## src/rtl/avg_accum_pkg.sv

```systemverilog
// Shared window constants for the window generator and the averaging accumulator,
// so both stages agree on the window length NP.
package avg_accum_pkg;

    localparam int unsigned m     = 4;          // log2 of samples per window
    localparam int unsigned m_X   = 8;          // sample width
    localparam int unsigned NP    = 1 << m;
    localparam int unsigned ACC_W = m_X + m;    // NP full-scale samples fit without wrap
    localparam int unsigned CNT_W = m + 2;      // counts 0..NP+1

    typedef enum logic [1:0] {
        StWait,
        StIdle,
        StAcc
    } state_e;

endpackage

```

## src/rtl/avg_accum_if.sv

```systemverilog
// Sample stream in, window result out, for the averaging accumulator.
interface avg_accum_if;
    import avg_accum_pkg::*;

    logic             ce;
    logic             tm;
    logic [m_X-1:0]   x;
    logic [ACC_W-1:0] sum;
    logic [m_X-1:0]   y;
    logic             rdy;
    logic             busy;
    logic             err;

    modport master (output ce, tm, x, input sum, y, rdy, busy, err);
    modport slave  (input ce, tm, x, output sum, y, rdy, busy, err);

endinterface

```

## src/rtl/avg_accum.sv

```systemverilog
// Sums the samples of one measurement window and publishes sum, average and a
// length-error flag when the window closes.
module avg_accum
    import avg_accum_pkg::*;
(
    input  logic        clk,
    input  logic        rst,
    avg_accum_if.slave  bus
);

    state_e           state;
    logic [ACC_W-1:0] acc;
    logic [CNT_W-1:0] cnt;

    always_ff @(posedge clk or posedge rst) begin
        if (rst) begin
            state    <= StWait;
            acc      <= '0;
            cnt      <= '0;
            bus.sum  <= '0;
            bus.y    <= '0;
            bus.err  <= 1'b0;
            bus.rdy  <= 1'b0;
        end else begin
            bus.rdy <= 1'b0;
            if (bus.ce) begin
                unique case (state)
                    // Tm may already be high after reset; only a fresh rising window counts.
                    StWait: begin
                        if (!bus.tm) state <= StIdle;
                    end
                    StIdle: begin
                        if (bus.tm) begin
                            state <= StAcc;
                            acc   <= ACC_W'(bus.x);
                            cnt   <= CNT_W'(1);
                        end
                    end
                    StAcc: begin
                        if (bus.tm) begin
                            if (cnt < CNT_W'(NP)) begin
                                acc <= acc + ACC_W'(bus.x);
                                cnt <= cnt + CNT_W'(1);
                            end else begin
                                cnt <= CNT_W'(NP + 1);
                            end
                        end else begin
                            state   <= StIdle;
                            bus.sum <= acc;
                            bus.y   <= acc[m_X+m-1:m];
                            bus.err <= (cnt != CNT_W'(NP));
                            bus.rdy <= 1'b1;
                        end
                    end
                    default: state <= StWait;
                endcase
            end
        end
    end

    assign bus.busy = (state == StAcc);

endmodule

```

## src/flat_wrapper.sv

```systemverilog
// flat-port wrapper written by rule: the top's interface ports become plain ports
module avg_accum_flat import avg_accum_pkg::*;
  (clk, rst, bus_ce, bus_tm, bus_x, bus_sum, bus_y, bus_rdy, bus_busy, bus_err);
  avg_accum_if bus_i ();
  input  logic clk;
  input  logic rst;
  input wire logic [$bits(bus_i.ce)-1:0] bus_ce;
  input wire logic [$bits(bus_i.tm)-1:0] bus_tm;
  input wire logic [$bits(bus_i.x)-1:0] bus_x;
  output wire logic [$bits(bus_i.sum)-1:0] bus_sum;
  output wire logic [$bits(bus_i.y)-1:0] bus_y;
  output wire logic [$bits(bus_i.rdy)-1:0] bus_rdy;
  output wire logic [$bits(bus_i.busy)-1:0] bus_busy;
  output wire logic [$bits(bus_i.err)-1:0] bus_err;
  assign bus_i.ce = bus_ce;
  assign bus_i.tm = bus_tm;
  assign bus_i.x = bus_x;
  assign bus_sum = bus_i.sum;
  assign bus_y = bus_i.y;
  assign bus_rdy = bus_i.rdy;
  assign bus_busy = bus_i.busy;
  assign bus_err = bus_i.err;
  avg_accum u_core (.clk(clk), .rst(rst), .bus(bus_i));
endmodule
```

## config.mk

```make
export PLATFORM = sky130hd
export DESIGN_NAME = avg_accum_flat
export DESIGN_NICKNAME = d
export VERILOG_FILES = /design/src/rtl/avg_accum_pkg.sv /design/src/rtl/avg_accum_if.sv /design/src/rtl/avg_accum.sv /design/src/flat_wrapper.sv
export SDC_FILE = /design/constraint.sdc
export NUM_CORES = 1
export LEC_CHECK = 0
export ABC_CLOCK_PERIOD_IN_PS = 2600
export CAP_MARGIN = 40
export CORE_UTILIZATION = 52
export DETAILED_ROUTE_END_ITERATION = 8
export PLACE_DENSITY = 0.8
export SETUP_SLACK_MARGIN = 0.2
export SYNTH_ARGS = -nofsm -noshare
export SYNTH_HDL_FRONTEND = slang
export SYNTH_SLANG_ARGS = --single-unit
```

## constraint.sdc

```tcl
create_clock -name clk -period 2.6 [get_ports clk]
set_input_delay 0.78 -clock clk [delete_from_list [all_inputs] [get_ports clk]]
set_output_delay 0.78 -clock clk [all_outputs]
set_load 0.05 [all_outputs]
```

# --- Word level (Yosys, flattened, before mapping) ---
# Cells that the tools add are included.
# W data, S select, Z words.
totals:
  regBits: 42
  inputBits: 12
  output_inout_bits: 23
  elab_cells: 39
classes:
  n_addsub: 2
  magnitude_cmp: 1
  eq_ne: 7
  n_mux: 14
  n_bitwise: 1
  reduce_logical: 7
op_table:
  columns: ["cell", "n"]
  rows:
  - ["$mux W12", 3]
  - ["$pmux W12 S2", 1]
  - ["$mux W6", 3]
  - ["$add A12 B8 Y12", 1]
  - ["$pmux W6 S2", 1]
  - ["$add A6 B1 Y6 const B", 1]
  - ["$lt A6 B5 Y1 const B", 1]
  - ["$ne A2 B2 Y1 const B", 3]
  - ["$ne A6 B5 Y1 const B", 1]
  - ["$reduce_and A3 Y1", 2]
  - ["$reduce_and A5 Y1", 1]
  - ["$mux W2", 2]
  - ["$pmux W2 S2", 1]
  - ["$reduce_and A4 Y1", 1]
  - ["$mux W1", 3]
  - ["$eq A2 B1 Y1 const B", 1]
  - ["$eq A2 B2 Y1 const B", 1]
  - ["$logic_not A2 Y1", 1]
  - ["$ne A2 B1 Y1 const B", 1]
  - ["$reduce_bool A2 Y1", 1]
  - ["$reduce_or A2 Y1", 1]
  - ["$not A1 Y1", 1]

# --- Logic depth before layout (Yosys ltp) ---
logic_depth:
  ltp_word: 4
  depth_mapped: 8
  ltp_nobuf: 8

# --- Worst setup path after synthesis ---
# Ideal clock, no wire load.
synth_timing:
  kind: "in2reg"
  from: "input port bus_x[0]"
  to: "register u_core.acc[6]"
  setup_ns: 0.131
  t_arrival_ns: 2.208
  required_time_ns: 2.469
  slack_ns: 0.260
  stages: 8
  path_buffers: 0
  path_cell_list: "ha_1 -> inv_1 -> fa_1 -> nor2b_1 -> o31a_1 -> o21a_1 -> nor3_1 -> or3b_1"
synth_between:
  elab_chain_len: 4
synth_lines:
  columns: ["element", "line", "text"]
  rows:
  - ["start: declaration", "flat_wrapper.sv:9", "input wire logic [$bits(bus_i.x)-1:0] bus_x;"]
  - ["$add A12 B8 Y12", "avg_accum.sv:42", "acc <= acc + ACC_W'(bus.x);"]
  - ["$mux W12", "avg_accum.sv:41", "if (cnt < CNT_W'(NP)) begin"]
  - ["$mux W12", "avg_accum.sv:40", "if (bus.tm) begin"]
  - ["$pmux W12 S2", "avg_accum.sv:27", "unique case (state)"]
  - ["end signal: assignment", "avg_accum.sv:35", "acc <= ACC_W'(bus.x);"]
  - ["end signal: assignment", "avg_accum.sv:42", null]
  - ["end: declaration", "avg_accum.sv:12", "logic [ACC_W-1:0] acc;"]
# Every way passes these cells. The select of a mux whose other input is x is not followed.
# A chain may end at the register's enable or synchronous reset.

# --- Worst setup path in the final report ---
layout_timing:
  from: "register u_core.bus.y[7]"
  to: "output port bus_y[7]"
layout_lines:
  columns: ["element", "line", "text"]
  rows:
  - ["start: declaration", "avg_accum_if.sv:15", "modport slave (input ce, tm, x, output sum, y, rdy, busy, err);"]
  - ["start signal: assignment", "avg_accum.sv:50", "bus.y <= acc[m_X+m-1:m];"]
  - ["end: declaration", "flat_wrapper.sv:11", "output wire logic [$bits(bus_i.y)-1:0] bus_y;"]
# No word-level cell between the ends.

==> metrics.md <==
| Metric | Value |
|---|---|
| Post-synthesis sequential area ratio | `0.455` |
| Delay-heaviest family, CP | `buffers and inverters` |
| Clk root buf | `clkbuf_4` |
| Final core occ | `0.724` |
| Flops & latches, synth | `34` |
| Grt total ovfl | `0` |
| Die area | `around 3800 µm²` |
| Max incr delay on CP | `0.82 ns` |
| Inserted Clock Buffers | `5` |
| Pre-antenna DRT Iters | `4` |
| Top routing layer in use | `met4` |
| Fin crit share | `0.898` |
| Startpoint types | `register` |
| Met2 Routed Length | `2140 µm` |
| # Max-Cap Violations | `0` |
| TritonCTS clock tree | `built` |
| Cells after synthesis | `about 180` |
| Max-slew violations | `0` |
| Overall power | `2.62 mW` |
| Setup TNS | `0 ns` |
| Actual slew at the worst max-slew pin | `0.507 ns` |
| Final Wtd Congestion | `0.848` |
| Area leader, netlist | `dfrtp_1` |
| CP Capture Type | `primary output` |
| Number of global-route vias before repair | `1,469` |
| Crit path cell chain | `clkdlybuf4s50_1` |
| Detail Placement HPWL | `~3000 µm` |
| Yosys warns | `0` |
| M1 WL | `1730 µm` |
| Main synth FF type | `dfrtp_1` |
| Synth Area in Compound Gates | `0.156` |
| CTS Buffer Depth | `2` |
| Final Cell Area | `2450 µm²` |
| Slowest-stage cell, CP | `clkdlybuf4s50_1` |
| RSZ-0062 raised after global routing | `false` |
| NumNets Final | `roughly 250` |
| Distinct cells, synth | `38` |
| Reg clk slew, reported paths | `0.12 ns` |
| Area growth syn-to-layout | `31.3%` |
| Worst Path Arrival | `1.56 ns` |
| Most common cell in the netlist | `dfrtp_1` |
| Share of the synthesized area in the top cell type | `0.455` |
| Syn Nets | `206` |
| Starting DRT DRC Count | `57` |
| Top-Level Pins | `35` |
| Post-Synth Adder-Cell Area | `0.0776` |
| Post-synthesis mux area share | `0.0783` |
| Simple-Gate Fraction of Synth Area | `0.133` |
| Met3 Wirelength | `200 µm` |
| ANT nets after route | `0` |
| Main combinational cell family by area after synthesis | `compound AO/OA/AOI/OAI gates` |
| WP data required | `between 1.5 and 2 ns` |
| EDFF count, synth | `0` |
| Clock sink count | `34` |
| Std cell rows | `21` |
| Synth cell count leaders | `dfrtp_1 (34), nor2_1 (16), o21ai_0 (14)` |
| Initial core utilization | `0.551` |
| H-tree depth | `2` |
| Cell Area, Placed | `2300 µm²` |
| Worst VDD drop | `0.593 mV` |
| Die Y | `62.0 µm` |
| Via count | `1,541` |
| FMAX | `428 MHz` |
| LEAKAGE | `1.10 nW` |
| Largest net degree at the start of global routing | `35` |
| Cell area power density | `about 1100 nW/µm²` |
| Layout cells sized above 1 | `0.223` |
| Main area contributors after synthesis | `dfrtp_1 (46%), mux2_2 (7.8%), ha_1 (6.7%)` |
| Status | `complete, no violations` |
| First-pass GRT wire length | `6560 µm` |
| Final setup viols | `0` |
| Vias per cell | `5.60` |
| Crit path kind | `reg2out` |
| Routed WL per cell | `15.0 µm` |
| Min-delay worst type | `reg2reg` |
| Fin Clk Skew | `approximately 0.011 ns` |
| Relative max-transition margin | `0.661` |
| Die Width | `62.0 µm` |
| WL final | `4120 µm` |
| DRC errors left | `0` |
| Worst path buffer plus inverter count | `1` |
| Syn Std Cell Area | `1870 µm²` |
| Total GRT Usage | `0.238` |
| Tmin final | `2.34 ns` |
| Syn avg cell area | `between 10 and 15 µm²` |
| CP Max Fanout | `3` |
| Asr flop ratio synth | `1.00` |
| Core area | `3390 µm²` |
| Synth Area in XOR/XNOR | `0.0328` |
| Worst-Skew Late Latency | `0.35 ns` |
| Ant. Diodes | `0` |
| Hold slack | `approximately 0.53 ns` |
| Port Buf Inserts | `34` |
| Final hold violations | `0` |
| Initial antenna violation count | `0` |
==> cell usage in the layout, fill, tap and decap left out, types with 6 or more instances in the layout <==
cell type        instances
dfrtp_1                 34
mux2_2                  13
xor2_1                   6
buf_4                   17
ha_1                     8
clkdlybuf4s50_1         29
o21ai_0                 13
nand2_1                 11
a21oi_1                  9
inv_1                    8
nor2_1                  16
==> where the power goes <==
group          internal, mW  switching (mW)  leakage (nW)
Clock                 0.202           0.193        0.0374
Sequential            0.691           0.138         0.432
Combinational         0.560           0.839         0.630
==> worst reg2reg max path, stage by stage (launching register included) <==
cell and delay [ns]:
dfrtp_1 0.42, ha_2 0.21, inv_2 0.07, fa_2 0.25, nor2b_4 0.06, o31a_1 0.29
o21a_1 0.18, o211ai_1 0.15, or3b_1 0.35
==> kinds of logic after synthesis <==
group | Yosys count
fa+ha+maj | 11
buf+inv | 23
simple gates | 49
flops | 34
compound gates | 46
mux | 13
xor+xnor | 7
==> state kept, by name (all words and copies together), names as in the netlist <==
register        cells
u_core.acc         12
u_core.bus.y        8
u_core.cnt          6
u_core.bus.sum      4
u_core.state        2
u_core.bus.err      1
u_core.bus.rdy      1
==> routing by layer <==
| metal | vias to the layer above | global-route usage |
|---|---|---|
| li1 | 732 | - |
| met1 | 757 | 0.291 |
| met2 | 46 | 0.406 |
| met3 | 6 | 0.0642 |
| met4 | 0 | 0.0825 |
| met5 | - | 0 |
==> worst paths after layout <==
path / from / cells past startpoint / slack (ns) / to
max in group asynchronous: rst / 3 / 1.48 / u_core.cnt[1]
worst min register to register: u_core.bus.sum[2] / 1 / 0.53 / u_core.bus.sum[2]
min in group asynchronous: rst / 3 / 0.81 / u_core.bus.y[1]
worst max-delay path: u_core.bus.y[7] / 1 / 0.26 / bus_y[7]
worst max register to register: u_core.acc[0] / 8 / 0.52 / u_core.acc[6]
worst min-delay path: u_core.bus.sum[2] / 1 / 0.53 / u_core.bus.sum[2]
==> what timing repair did <==
item                       4_1_cts  5_1_grt
gates resized for setup         11        6
pin swaps                        5        1
setup endpoints to repair        4        8
hold buffers                     0        0
setup buffers                    2        0
==> stage by stage <==
step | setup slack, ns | std cells
after CTS | 0.218 | 275
after global routing | 0.203 | 275
after global placement | -0.254 | 265
after floorplan | 0.260 | 183
after detailed placement | -0.383 | 265
final | 0.264 | 275
==> area by class of cell <==
type / instances / area [µm²]
Fill cell: 251 / 935
Timing Repair Buffer: 51 / 480
Tap cell: 46 / 57.6
Multi-Input combinational cell: 126 / 946
Clock inverter: 3 / 45.0
Sequential cell: 34 / 851
Clock buffer: 5 / 37.5
Inverter: 10 / 37.5
(Power assumes the default switching activity.)
